$ cat src/rtl/axis_rr_packet_arbiter.sv
// Purpose: packet-granular round-robin arbiter muxing NUM_SRC AXI-Stream sources onto one registered master port.
// Latency: request in cycle 0, grant at edge 1, first beat on M_AXIS in cycle 2; one input idle cycle between packets.
// Backpressure: granted source sees TREADY = !M_AXIS_TVALID || M_AXIS_TREADY; all other sources see 0.
//
// Ports:
//   M_AXIS_ACLK / M_AXIS_ARESET        clock (rising edge), asynchronous active-high reset
//   S_AXIS_T{VALID,DATA,LAST,READY}    per-source slave streams; source i data at [i*W +: W]
//   M_AXIS_T{VALID,DATA,STRB,LAST}     registered master stream (TSTRB tied to all ones)
//   M_AXIS_TREADY                      downstream ready
//   grant_idx                          current or most recent granted source
//   grant_active                       high while a packet grant is held
//   pkt_count                          wrapping count of packets whose TLAST beat left on the master side
module axis_rr_packet_arbiter #(
    parameter int NUM_SRC            = 4,
    parameter int C_AXIS_TDATA_WIDTH = 32,
    parameter int PKT_CNT_WIDTH      = 16,
    localparam int IDX_W             = (NUM_SRC > 1) ? $clog2(NUM_SRC) : 1
) (
    input  logic                                  M_AXIS_ACLK,
    input  logic                                  M_AXIS_ARESET,

    input  logic [NUM_SRC-1:0]                    S_AXIS_TVALID,
    input  logic [NUM_SRC*C_AXIS_TDATA_WIDTH-1:0] S_AXIS_TDATA,
    input  logic [NUM_SRC-1:0]                    S_AXIS_TLAST,
    output logic [NUM_SRC-1:0]                    S_AXIS_TREADY,

    output logic                                  M_AXIS_TVALID,
    output logic [C_AXIS_TDATA_WIDTH-1:0]         M_AXIS_TDATA,
    output logic [C_AXIS_TDATA_WIDTH/8-1:0]       M_AXIS_TSTRB,
    output logic                                  M_AXIS_TLAST,
    input  logic                                  M_AXIS_TREADY,

    output logic [IDX_W-1:0]                      grant_idx,
    output logic                                  grant_active,
    output logic [PKT_CNT_WIDTH-1:0]              pkt_count
);

    typedef enum logic {
        ST_IDLE = 1'b0,
        ST_SEND = 1'b1
    } state_t;

    state_t                          state_q,     state_d;
    logic [IDX_W-1:0]                grant_idx_q, grant_idx_d;
    logic                            m_tvalid_q,  m_tvalid_d;
    logic [C_AXIS_TDATA_WIDTH-1:0]   m_tdata_q,   m_tdata_d;
    logic                            m_tlast_q,   m_tlast_d;
    logic [PKT_CNT_WIDTH-1:0]        pkt_count_q, pkt_count_d;

    // Output register can take a new beat: empty now, or draining this cycle.
    logic                            out_free;
    logic                            out_accept;
    logic                            in_accept;

    logic                            sel_tvalid;
    logic                            sel_tlast;
    logic [C_AXIS_TDATA_WIDTH-1:0]   sel_tdata;

    logic                            arb_found;
    logic [IDX_W-1:0]                arb_idx;

    logic [NUM_SRC-1:0]              s_tready;

    assign out_free   = !m_tvalid_q || M_AXIS_TREADY;
    assign out_accept = m_tvalid_q && M_AXIS_TREADY;

    // Granted-source mux. grant_idx_q only ever holds a legal source index.
    always_comb begin
        sel_tvalid = 1'b0;
        sel_tlast  = 1'b0;
        sel_tdata  = '0;
        for (int i = 0; i < NUM_SRC; i++) begin
            if (grant_idx_q == IDX_W'(i)) begin
                sel_tvalid = S_AXIS_TVALID[i];
                sel_tlast  = S_AXIS_TLAST[i];
                sel_tdata  = S_AXIS_TDATA[i*C_AXIS_TDATA_WIDTH +: C_AXIS_TDATA_WIDTH];
            end
        end
    end

    // Round-robin search: first valid source scanning cyclically from the
    // one after the most recent grant. The inner constant loop turns the
    // rotated candidate into a per-source compare, so no index wider than
    // the vector is ever used to select a bit.
    always_comb begin
        int cand;
        cand      = 0;
        arb_found = 1'b0;
        arb_idx   = grant_idx_q;
        for (int off = 1; off <= NUM_SRC; off++) begin
            cand = int'(grant_idx_q) + off;
            if (cand >= NUM_SRC) begin
                cand = cand - NUM_SRC;
            end
            for (int i = 0; i < NUM_SRC; i++) begin
                if (!arb_found && (cand == i) && S_AXIS_TVALID[i]) begin
                    arb_found = 1'b1;
                    arb_idx   = IDX_W'(i);
                end
            end
        end
    end

    // Only the granted source is offered ready, and only while in SEND.
    always_comb begin
        s_tready = '0;
        for (int i = 0; i < NUM_SRC; i++) begin
            if ((state_q == ST_SEND) && (grant_idx_q == IDX_W'(i))) begin
                s_tready[i] = out_free;
            end
        end
    end

    assign in_accept = (state_q == ST_SEND) && sel_tvalid && out_free;

    always_comb begin
        state_d     = state_q;
        grant_idx_d = grant_idx_q;
        m_tvalid_d  = m_tvalid_q;
        m_tdata_d   = m_tdata_q;
        m_tlast_d   = m_tlast_q;
        pkt_count_d = pkt_count_q;

        case (state_q)
            ST_IDLE: begin
                // May run while the previous packet's last beat still sits
                // in the output register; that beat drains independently.
                if (arb_found) begin
                    grant_idx_d = arb_idx;
                    state_d     = ST_SEND;
                end
            end
            ST_SEND: begin
                // A stalled granted source keeps the grant; no re-arbitration
                // until its TLAST beat has been taken.
                if (in_accept && sel_tlast) begin
                    state_d = ST_IDLE;
                end
            end
            default: begin
                state_d = ST_IDLE;
            end
        endcase

        // Load wins over drain so a simultaneous load+drain streams back-to-back.
        if (in_accept) begin
            m_tvalid_d = 1'b1;
            m_tdata_d  = sel_tdata;
            m_tlast_d  = sel_tlast;
        end else if (out_accept) begin
            m_tvalid_d = 1'b0;
        end

        if (out_accept && m_tlast_q) begin
            pkt_count_d = pkt_count_q + PKT_CNT_WIDTH'(1);
        end
    end

    // Reset points grant_idx at the last source so source 0 wins first.
    always_ff @(posedge M_AXIS_ACLK or posedge M_AXIS_ARESET) begin
        if (M_AXIS_ARESET) begin
            state_q     <= ST_IDLE;
            grant_idx_q <= IDX_W'(NUM_SRC - 1);
            m_tvalid_q  <= 1'b0;
            m_tdata_q   <= '0;
            m_tlast_q   <= 1'b0;
            pkt_count_q <= '0;
        end else begin
            state_q     <= state_d;
            grant_idx_q <= grant_idx_d;
            m_tvalid_q  <= m_tvalid_d;
            m_tdata_q   <= m_tdata_d;
            m_tlast_q   <= m_tlast_d;
            pkt_count_q <= pkt_count_d;
        end
    end

    assign S_AXIS_TREADY = s_tready;
    assign M_AXIS_TVALID = m_tvalid_q;
    assign M_AXIS_TDATA  = m_tdata_q;
    assign M_AXIS_TLAST  = m_tlast_q;
    assign M_AXIS_TSTRB  = '1;
    assign grant_idx     = grant_idx_q;
    assign grant_active  = (state_q == ST_SEND);
    assign pkt_count     = pkt_count_q;

endmodule

$ cat config.mk
export PLATFORM = sky130hd
export DESIGN_NAME = axis_rr_packet_arbiter
export DESIGN_NICKNAME = d
export VERILOG_FILES = /design/src/rtl/axis_rr_packet_arbiter.sv
export SDC_FILE = /design/constraint.sdc
export NUM_CORES = 1
export LEC_CHECK = 0
export BUFFER_PORTS_ARGS = -buffer_cell sky130_fd_sc_hd__buf_4
export CAP_MARGIN = 20
export CORE_UTILIZATION = 34
export DETAILED_ROUTE_END_ITERATION = 10
export GPL_TIMING_DRIVEN = 0
export PLACE_DENSITY = 0.75
export SLEW_MARGIN = 20
export SYNTH_ARGS = -nofsm -noshare
export SYNTH_HDL_FRONTEND = slang
export SYNTH_SLANG_ARGS = --single-unit
export TNS_END_PERCENT = 20
$ cat constraint.sdc
create_clock -name M_AXIS_ACLK -period 5.3 [get_ports M_AXIS_ACLK]
set_clock_uncertainty 0.15 [all_clocks]
set_input_delay 0.265 -clock M_AXIS_ACLK [delete_from_list [all_inputs] [get_ports M_AXIS_ACLK]]
set_output_delay 0.265 -clock M_AXIS_ACLK [all_outputs]
set_load 0.05 [all_outputs]
==> key figures, run 1 <==
Placed design
  – Detail Placement HPWL: 7.20 mm
  – Port Buf Inserts: 195
  – Placer Congestion: 0.736
  – DP Area: 0.00479 mm^2

Logic synthesis
  – Synthesized cell area: 0.00317 mm^2
  – Synth Area per Inst: 15.3 um^2
  – Cells after Synth: 208
  – Dominant synthesized flop cell: dfrtp_1
  – Sequential share of the synthesized area: 41.9%
  – Synthesis-stage register bit count: 53
  – Yosys cell types: 36
  – Ys Warns: 0
  – FFs w/ async S/R, synth: 100%
  – Post-synth EDFFs: 0

Floorplan
  – Die W: 98.6 um
  – Core ar.: 0.00889 mm^2
  – Ports: 200
  – Row count: 34
  – Vert. Die Dim: 98.6 um
  – Initial Util: 35.7%
  – Die area: 0.00973 mm^2

Power and ir drop
  – Worst VDD drop: 0.323 mV
  – Total power draw: 2.99 mW
  – Leakage power: 2.44 nW
  – PD cells: 609 mW/mm^2

GRT
  – Global-route wire length before repair: 13.9 mm
  – Largest net degree at the start of global routing: 54
  – Initial antenna violation count: 0
  – Total grt overflow: 0
  – Total track usage: 18.6%
  – Number of global-route vias before repair: 2,832

Timing
  – Setup violators final: 0
  – Setup TNS Final: 0 ps
  – Fin crit period: 2630 ps
  – Final hold violations: 0
  – Fmax: 381 MHz
  – Fin crit share: 49.5%
  – Rel. slew slack: 55.8%
  – RSZ-0062 raised after global routing: no
  – Pins Over Slew Limit: 0
  – Slew of the pin with the lowest slew margin: 663 ps

Detailed routing
  – First-pass DRT Iterations: 4
  – Post-DRT Antenna Nets: 0
  – Vias per cell: 5.00
  – Routed len/inst: 16.9 um
  – Total wire length: 8.82 mm
  – Initial DRC count: 60
  – DRC Markers: 0
  – Vias: 2,616

Clock tree
  – CTS H-tree depth: 2
  – CTS sink cnt: 53
  – Post-CTS Setup Inserts: 0
  – CTS tree: yes
  – Clock latency on the worst-skew pair: 300 ps
  – Clock transition at path regs: 100 ps
  – Max clock buf depth: 2
  – Clk root buf: clkbuf_8
  – TritonCTS buffer count: 5

Finish
  – Layout cells sized above 1: 69.9%
  – Design Area, Final: 0.00491 mm^2
  – Layout area overhead: 54.7%
  – ANT cells: 0
  – Nets: 554

Worst setup path
  – Critical Path AT: 2210 ps
  – CP max FO: 10
  – Worst EP required: 4890 ps
  – Critical path class: reg2out
  – Startpoint types: register
  – Worst r2r path cells: 5
  – Critical Path End Type: output port

Outcome
  – Outcome: complete, no violations

Hold path
  – Worst hold path class: in2reg
  – Hold path cells: 3

Job
  – Max Cap Viol: 0
## kinds of logic (layout without fill, tap and decap cells)
family | count (synthesis) | count (layout) | synth area share [%]
AOI/OAI and AO/OA | 12 | 12 | 2.60
and+or+nand+nor | 36 | 36 | 6.23
other | 1 | 4 | 0.118
xor gates and xnor gates | 15 | 15 | 4.14
DFF | 53 | 53 | 41.9
buffers and inverters | 22 | 226 | 5.05
adders and majority gates | 1 | 1 | 0.394
muxes | 68 | 68 | 39.6
## cells in the final DEF (no fill, tap or decap), types with 2 or more instances in the layout
cell type  count
xnor2_1       12
xor2_1         3
buf_2          5
inv_1          4
buf_4        199
mux2_4        29
nor2_1         6
clkbuf_8       5
a21o_1         2
dfrtp_1       51
a21oi_1        4
mux2_2         5
mux4_2        34
nand2_1        8
and3_1         5
dfstp_2        2
buf_12         3
nand4_1        5
conb_1         4
nand3_1        5
clkbuf_1       3
## per-layer routing
layer / global-route usage, % / up-vias / share of wire (%)
li1: - / 1194 / -
met1: 21.6 / 1288 / 38
met2: 33.5 / 120 / 53
met3: 5.25 / 14 / 7.2
met4: 5.28 / 0 / 1.8
met5: 0 / - / 0
## critical path, cell delays in order, from the launching register on
cell and delay (ps):
dfstp_2 540, buf_2 170, buf_2 270, buf_1 470, and3_1 250, buf_4 200
## Yosys cell counts, types with 3 or more instances
cell type   n  area (um^2)
dfrtp_1    51         1280
mux4_2     34          766
mux2_4     29          435
xnor2_1    12          105
nand2_1     8         30.0
nor2_1      6         22.5
and3_1      5         31.3
buf_2       5         25.0
inv_1       5         18.8
mux2_2      5         56.3
nand3_1     5         25.0
nand4_1     5         31.3
a21oi_1     4         20.0
buf_4       4         30.0
buf_12      3         60.1
clkbuf_1    3         11.3
xor2_1      3         26.3
## cell type report
class                   instances  area [um^2]
plain buffers                  17          141
clock buffers                   5         68.8
clock inverters                 3         46.3
fillers                       737         3980
inverters                       5         21.3
multi-input cells             136         1700
flip-flops and latches         53         1330
well taps                     108          135
repair buffers                196         1470
## flip-flops by register name, indices dropped and copies added, names as in the netlist
| name | flops |
|---|---|
| grant_active | 1 |
| M_AXIS_TDATA | 32 |
| M_AXIS_TLAST | 1 |
| M_AXIS_TVALID | 1 |
| pkt_count | 16 |
| grant_idx | 2 |
## what timing repair did
action                    4_1_cts  5_1_grt
resized for setup               0        0
hold endpoints to repair       51        0
hold buffers                    1        0
## report_power, final
| part | internal, mW | switching, mW | total [mW] |
|---|---|---|---|
| clock | 0.141 | 0.136 | 0.278 |
| sequential | 0.576 | 0.114 | 0.691 |
| combinational | 0.921 | 1.10 | 2.02 |
## worst paths after layout
kind | from | end | slack (ps)
max in group asynchronous | M_AXIS_ARESET | M_AXIS_TDATA[26] | 4100
min reg2reg | pkt_count[15] | pkt_count[15] | 340
min | M_AXIS_TREADY | M_AXIS_TVALID | 150
min in group asynchronous | M_AXIS_ARESET | M_AXIS_TDATA[3] | 460
max reg2reg | grant_idx[1] | M_AXIS_TDATA[5] | 2920
max | grant_idx[1] | S_AXIS_TREADY[3] | 2670
## per-stage QoR
| stage | hold slack [ps] | setup WS (ps) | std cells | utilization [%] |
|---|---|---|---|---|
| finish | 150 | 2670 | 523 | 55.2 |
| global route | 164 | 2530 | 523 | 55.2 |
| floorplan | 304 | 3000 | 211 | - |
| global placement | 313 | 2880 | 514 | 53.8 |
| CTS | 136 | 2630 | 523 | 55.2 |
| detailed placement | 267 | 2910 | 514 | 53.8 |
Note: power is estimated with default switching activity, not from simulation.
==> run 2: changes to the inputs <==
Settings changed: PLACE_DENSITY 0.75 to 0.78.
Clock period 5.3 ns to 2.2 ns, I/O delays scaled along.
==> run 2 against run 1 <==
Net effect:
- die area did not move
- cell count rose by 0.38%
- clock power rose by 99%
- largest power group unchanged
- highest routed layer unchanged
- clock-buffer cell count rose by 1
- utilization rose by 0.070 points
- first-iteration DRC count rose by 50%
- non-clock buffer count rose by 2
- design area rose by 0.13%
- critical path depth fell by 1
- sequential share of layout area barely moved
- critical endpoint is now M_AXIS_TDATA[8]
- register-to-register slack got worse by 2900 ps
- sequential power rose by 140%
==> key figures, run 2 (synthesized netlist as in run 1, its figures left out) <==
Finish
  – Design Area, Final: 0.00492 mm^2 (was 0.00491 mm^2)
  – Nets: 556 (was 554)
  – Max reg flops: 32 (unchanged)
  – Layout cells sized above 1: 70.0% (was 69.9%)
  – Layout area overhead: 54.9% (was 54.7%)
  – ANT cells: 0 (unchanged)
  – Filler Cells Inserted: 741 (was 737)
  – Most frequent cells in the layout: buf_4, dfrtp_1, mux4_2 (unchanged)
  – Final core utilization: 55.3% (was 55.2%)
  – Most common cell after layout, fill and taps aside: buf_4 (unchanged)

Timing
  – Fmax: 465 MHz
  – Fin crit share: 97.7%
  – Rel. slew slack: 55.1% (was 55.8%)
  – Final WS setup: 51.3 ps (was 2670 ps)
  – Pins Over Slew Limit: 0 (unchanged)
  – Fin crit period: 2150 ps
  – Final hold violations: 0 (unchanged)
  – Slew of the pin with the lowest slew margin: 674 ps (was 663 ps)
  – RSZ-0062 raised after global routing: yes (was no)
  – Setup violators final: 0 (unchanged)

Detailed routing
  – Vias per cell: 5.06 (was 5.00)
  – DRC Markers: 0 (unchanged)
  – Total wire length: 9.16 mm (was 8.82 mm)
  – Post-DRT Antenna Nets: 0 (unchanged)
  – First-pass DRT Iterations: 4 (unchanged)
  – Initial DRC count: 90 (was 60)
  – Vias: 2,654 (was 2,616)
  – Routed len/inst: 17.4 um (was 16.9 um)

Placed design
  – Post-Place Worst Slack: -239 ps (was 2910 ps)
  – Detail Placement HPWL: 7.38 mm (was 7.20 mm)
  – Placer Congestion: 0.789 (was 0.736)
  – DP Area: 0.00479 mm^2 (unchanged)
  – Port Buf Inserts: 195 (unchanged)

Clock tree
  – Clock latency on the worst-skew pair: 300 ps (about the same)
  – TritonCTS buffer count: 5 (unchanged)
  – CTS tree: yes (unchanged)
  – CTS H-tree depth: 2 (unchanged)
  – Clock transition at path regs: 100 ps (about the same)
  – Clk root buf: clkbuf_8 (unchanged)
  – Max clock buf depth: 2 (unchanged)
  – CTS sink cnt: 53 (unchanged)

Outcome
  – Outcome: complete, no violations (unchanged)

Floorplan
  – Die area: 0.00973 mm^2 (unchanged)
  – Row count: 34 (unchanged)
  – Ports: 200 (unchanged)
  – Core ar.: 0.00889 mm^2 (unchanged)
  – Vert. Die Dim: 98.6 um (unchanged)
  – Initial Util: 35.7% (unchanged)
  – Die W: 98.6 um (unchanged)

GRT
  – Total grt overflow: 0 (unchanged)
  – Initial antenna violation count: 0 (unchanged)
  – Total track usage: 18.6% (about the same)
  – Global-route wire length before repair: 14.0 mm (was 13.9 mm)
  – Largest net degree at the start of global routing: 54 (unchanged)
  – Number of global-route vias before repair: 2,842 (was 2,832)

Worst setup path
  – Slowest cell on crit path: dfstp_2 (unchanged)
  – FF-to-FF setup slack: 50 ps (was 2920 ps)
  – Crit Reg-Reg Endpoint: M_AXIS_TDATA[8] (was M_AXIS_TDATA[5])
  – Worst r2r path cells: 4 (was 5)
  – Worst EP required: 2250 ps (was 4890 ps)
  – Critical Path End Type: register (was output port)
  – Critical path class: reg2reg (was reg2out)
  – CP max FO: 10 (unchanged)
  – Startpoint types: register (unchanged)
  – CP cell instances: buf_2 > clkbuf_1 > mux4_2 > mux2_4 (was buf_2 > buf_2 > buf_1 > and3_1 > buf_4)
  – Critical Path AT: 2200 ps (was 2210 ps)
  – Worst reg2reg startpoint: grant_idx[1] (unchanged)
  – Critical path's largest stage delay: 540 ps (about the same)

Hold path
  – Worst hold path class: in2reg (unchanged)
  – Hold path cells: 3 (unchanged)
  – Origin of the worst min-delay path: S_AXIS_TDATA[93] (was M_AXIS_TREADY)
  – Hold endpoint: M_AXIS_TDATA[29] (was M_AXIS_TVALID)

Power and ir drop
  – PD cells: 1460 mW/mm^2 (was 609 mW/mm^2)
  – Leakage power: 2.44 nW (about the same)
  – Worst VDD drop: 0.646 mV (was 0.323 mV)

Job
  – Max Cap Viol: 0 (unchanged)
-- run 2: cell count changes in the layout (fill, tap and decap cells not counted), sizes merged --
cell / previous run / this run
buf: 209 / 207
clkbuf: 8 / 12
bufinv: 1 / 0
dlygate4sd3: 1 / 2
clkinv: 1 / 2
clkinvlp: 1 / 0
-- run 2: final cells by class --
| class | instances | area (um^2) | share of cell area [%] |
|---|---|---|---|
| multi-input combinational | 136 | 1710 | 34.7 |
| clock buffer | 6 | 72.6 | 1.48 |
| sequential | 53 | 1330 | 27.0 |
| clock inverter | 2 | 10.0 | 0.204 |
| tap | 108 | 135 | 2.75 |
| inverter | 5 | 21.3 | 0.432 |
| timing repair buffer | 198 | 1490 | 30.3 |
| buffer | 17 | 154 | 3.13 |
-- run 2: worst max-delay path by stage --
| stage | from | endpoint | slack (ps) | cells after the start |
|---|---|---|---|---|
| 2_1_floorplan | grant_idx[0] | M_AXIS_TDATA[10] | -40 | 5 |
| 3_3_place_gp | grant_idx[1] | M_AXIS_TDATA[3] | -140 | 5 |
| 3_5_place_dp | grant_idx[1] | M_AXIS_TDATA[3] | -240 | 5 |
| 4_1_cts | grant_idx[1] | S_AXIS_TREADY[2] | 4 | 5 |
| 5_1_grt | grant_idx[1] | M_AXIS_TDATA[15] | -20 | 4 |
| 6_report | grant_idx[1] | M_AXIS_TDATA[8] | 50 | 4 |
-- run 2: per-layer routing --
layer	wire [um]	GRT usage (%)	vias up
li1	-	-	1203
met1	3420	21.2	1312
met2	5010	34.2	130
met3	602	4.54	9
met4	127	6.08	0
met5	0	0	-
-- run 2: critical path, delay by kind of cell (launching register included) --
kind,cells,cell delay (ps)
flip-flops,1,540
buffers and inverters,2,670
multiplexers,2,690
-- run 2: stage by stage --
step / hold WS, ps / power, mW / cells / TNS [ps]
after CTS: 82.2 / 7.17 / 524 / 0
after global routing: 75.9 / 7.49 / 525 / -46.5
after detailed placement: 124 / 6.60 / 514 / -1120
final: 92.0 / 7.16 / 525 / 0
after floorplan: 149 / 5.30 / 211 / -1160
after global placement: 285 / 6.51 / 514 / -5010
-- run 2: report_power, final --
part	internal [mW]	leakage (nW)	switching (mW)
combinational	2.26	1.75	2.69
clock	0.222	0.0450	0.329
sequential	1.39	0.648	0.271
total	3.87	2.44	3.29
-- run 2: what timing repair did --
item,CTS,global route
endpoints found under the setup margin,7,31
setup buffers,0,1
hold endpoints to repair,52,0
hold buffers,2,0
resized for setup,2,6
==> run 3: changes to the inputs <==
Settings changed: BUFFER_PORTS_ARGS -buffer_cell sky130_fd_sc_hd__buf_4 to unset, DONT_BUFFER_PORTS set to 1, PLACE_DENSITY 0.78 to 0.59.
==> run 3 against run 2 <==
Net effect:
- first-iteration DRC count is 38% lower
- the flow now finishes with violations (setup timing)
- via count is 27% lower
- largest cell class unchanged
- register-to-register slack worse by 190 ps
- sequential power is 87% higher
- cell count is 35% lower
- sequential share of layout area is 10 points higher
- largest power group is now registers
- die area stayed put
- combinational power is 43% lower
- sequential cell count stayed put
==> key figures, run 3 (synthesized netlist as in run 1, its figures left out) <==
Outcome
  – Failing checks: setup timing
  – Outcome: complete, but fails checks (was complete, no violations)

Detailed routing
  – Initial DRC count: 56 (was 90)
  – DRC Markers: 0 (unchanged)
  – Vias per cell: 5.63 (was 5.06)
  – Total wire length: 7.69 mm (was 9.16 mm)
  – Post-DRT Antenna Nets: 0 (unchanged)
  – Vias: 1,930 (was 2,654)
  – Routed len/inst: 22.4 um (was 17.4 um)
  – First-pass DRT Iterations: 4 (unchanged)

Timing
  – Rel. slew slack: 55.9% (was 55.1%)
  – Final WS setup: -134 ps (was 51.3 ps)
  – Pins Over Slew Limit: 0 (unchanged)
  – Setup violators final: 32 (was 0)
  – RSZ-0062 raised after global routing: yes (unchanged)
  – Fin crit period: 2330 ps (was 2150 ps)
  – Fmax: 428 MHz (was 465 MHz)
  – Fin crit share: 106% (was 97.7%)
  – WHS: 10.3 ps (was 92.0 ps)
  – Setup TNS Final: -3800 ps (was 0 ps)
  – Slew of the pin with the lowest slew margin: 661 ps (was 674 ps)
  – Final hold violations: 0 (unchanged)

Finish
  – Final core utilization: 40.8% (was 55.3%)
  – Storage cell area: 0.00135 mm^2 (was 0.00133 mm^2)
  – ANT cells: 0 (unchanged)
  – Multi-input gate area: 0.00172 mm^2 (was 0.00171 mm^2)
  – Filler Cells Inserted: 803 (was 741)
  – Nets: 374 (was 556)
  – Layout cells sized above 1: 50.6% (was 70.0%)
  – Max reg flops: 32 (unchanged)
  – Most frequent cells in the layout: dfrtp_1, mux4_2, mux2_4 (was buf_4, dfrtp_1, mux4_2)
  – Most common cell after layout, fill and taps aside: dfrtp_1 (was buf_4)
  – Design Area, Final: 0.00363 mm^2 (was 0.00492 mm^2)
  – Layout area overhead: 14.3% (was 54.9%)

Worst setup path
  – FF-to-FF setup slack: -130 ps (was 50 ps)
  – Critical path class: reg2reg (unchanged)
  – Worst EP required: 2250 ps (about the same)
  – Startpoint types: register (unchanged)
  – Worst reg2reg startpoint: grant_idx[0] (was grant_idx[1])
  – Critical Path AT: 2380 ps (was 2200 ps)
  – Crit Reg-Reg Endpoint: M_AXIS_TDATA[12] (was M_AXIS_TDATA[8])
  – CP max FO: 10 (unchanged)
  – Critical Path End Type: register (unchanged)
  – Worst r2r path cells: 5 (was 4)

Floorplan
  – Core ar.: 0.00889 mm^2 (unchanged)
  – Vert. Die Dim: 98.6 um (unchanged)
  – Initial Util: 35.7% (unchanged)
  – Ports: 200 (unchanged)
  – Row count: 34 (unchanged)
  – Die area: 0.00973 mm^2 (unchanged)
  – Die W: 98.6 um (unchanged)

Clock tree
  – Clock transition at path regs: 100 ps (about the same)
  – CTS sink cnt: 53 (unchanged)
  – CTS tree: yes (unchanged)
  – Clk root buf: clkbuf_8 (unchanged)
  – CTS H-tree depth: 2 (unchanged)
  – Clock latency on the worst-skew pair: 300 ps (about the same)
  – TritonCTS buffer count: 5 (unchanged)
  – Max clock buf depth: 2 (unchanged)

Hold path
  – Hold path cells: 2 (was 3)
  – Worst hold path class: in2reg (unchanged)
  – Origin of the worst min-delay path: S_AXIS_TDATA[24] (was S_AXIS_TDATA[93])
  – Hold endpoint: M_AXIS_TDATA[24] (was M_AXIS_TDATA[29])

Placed design
  – Port Buf Inserts: 0 (was 195)
  – Placer Congestion: 0.788 (was 0.789)
  – DP Area: 0.00332 mm^2 (was 0.00479 mm^2)
  – Detail Placement HPWL: 5.84 mm (was 7.38 mm)

Power and ir drop
  – Worst VDD drop: 0.699 mV (was 0.646 mV)
  – Clock power share: 8.7% (was 7.7%)
  – Internal: 3.30 mW (was 3.87 mW)
  – Seq pwr share: 48.1% (was 23.2%)
  – PD cells: 1780 mW/mm^2 (was 1460 mW/mm^2)
  – Psw: 3.17 mW (was 3.29 mW)
  – Comb power frac: 43.3% (was 69.1%)
  – Sw frac: 48.9% (was 45.9%)
  – Leakage power: 1.54 nW (was 2.44 nW)

GRT
  – Global-route wire length before repair: 11.5 mm (was 14.0 mm)
  – Number of global-route vias before repair: 2,154 (was 2,842)
  – Total grt overflow: 0 (unchanged)
  – Initial antenna violation count: 0 (unchanged)
  – Total track usage: 15.5% (was 18.6%)
  – Largest net degree at the start of global routing: 54 (unchanged)

Job
  – Max Cap Viol: 0 (unchanged)
-- run 3: cell count changes in the layout (fill, tap and decap cells not counted), sizes merged --
cell / before / now
buf: 207 / 19
dlygate4sd3: 2 / 11
clkbuf: 12 / 8
clkinvlp: 0 / 1
-- run 3: area by class of cell --
type,instances,share of cell area (%)
clock buffers,5,1.90
well taps,108,3.72
inverters,5,0.586
plain buffers,17,4.69
repair buffers,16,4.07
multi-input cells,136,47.5
clock inverters,3,0.483
flip-flops and latches,53,37.1
-- run 3: worst max-delay path by stage --
stage | from | slack [ps] | to
6_report | grant_idx[0] | -130 | M_AXIS_TDATA[12]
5_1_grt | grant_idx[0] | -180 | M_AXIS_TDATA[10]
4_1_cts | grant_idx[0] | -150 | M_AXIS_TDATA[10]
3_5_place_dp | grant_idx[1] | -560 | M_AXIS_TDATA[2]
3_3_place_gp | grant_idx[1] | -560 | M_AXIS_TDATA[2]
2_1_floorplan | grant_idx[0] | -40 | M_AXIS_TDATA[10]
-- run 3: critical path, cell delays in order, from the launching register on --
cell and delay, ps:
dfstp_2 720, buf_6 170, mux4_2 580, nand2_8 140, buf_12 160, mux2_4 300
-- run 3: metrics by stage --
step,power [mW],setup slack [ps],cells
finish,6.47,-134,343
detailed placement,5.76,-565,319
floorplan,5.30,-40.3,211
global placement,5.71,-556,319
CTS,6.51,-151,336
global route,6.77,-181,343
-- run 3: power groups by stage --
stage	Sequential [mW]	Combinational [mW]	Clock [mW]
floorplan	2.98	2.32	0
global placement	3.12	2.60	0
detailed placement	3.11	2.66	0
CTS	3.11	2.81	0.584
global route	3.17	2.99	0.612
finish	3.11	2.80	0.560
-- run 3: repair_timing --
action                                 in CTS  in global routing
hold buffers                                4                  7
setup buffers                               5                  0
endpoints found under the hold margin      57                  4
pin swaps                                   1                  1
setup endpoints to repair                  42                 42
resized for setup                          23                  9
-- run 3: per-layer routing --
metal / GRT usage, % / vias to the layer above / share of wire, %
met3: 4.75 / 9 / 8.3
met2: 29.3 / 126 / 54
met1: 16.7 / 964 / 36
met5: 0 / - / 0
li1: - / 831 / -
met4: 4.36 / 0 / 1.2
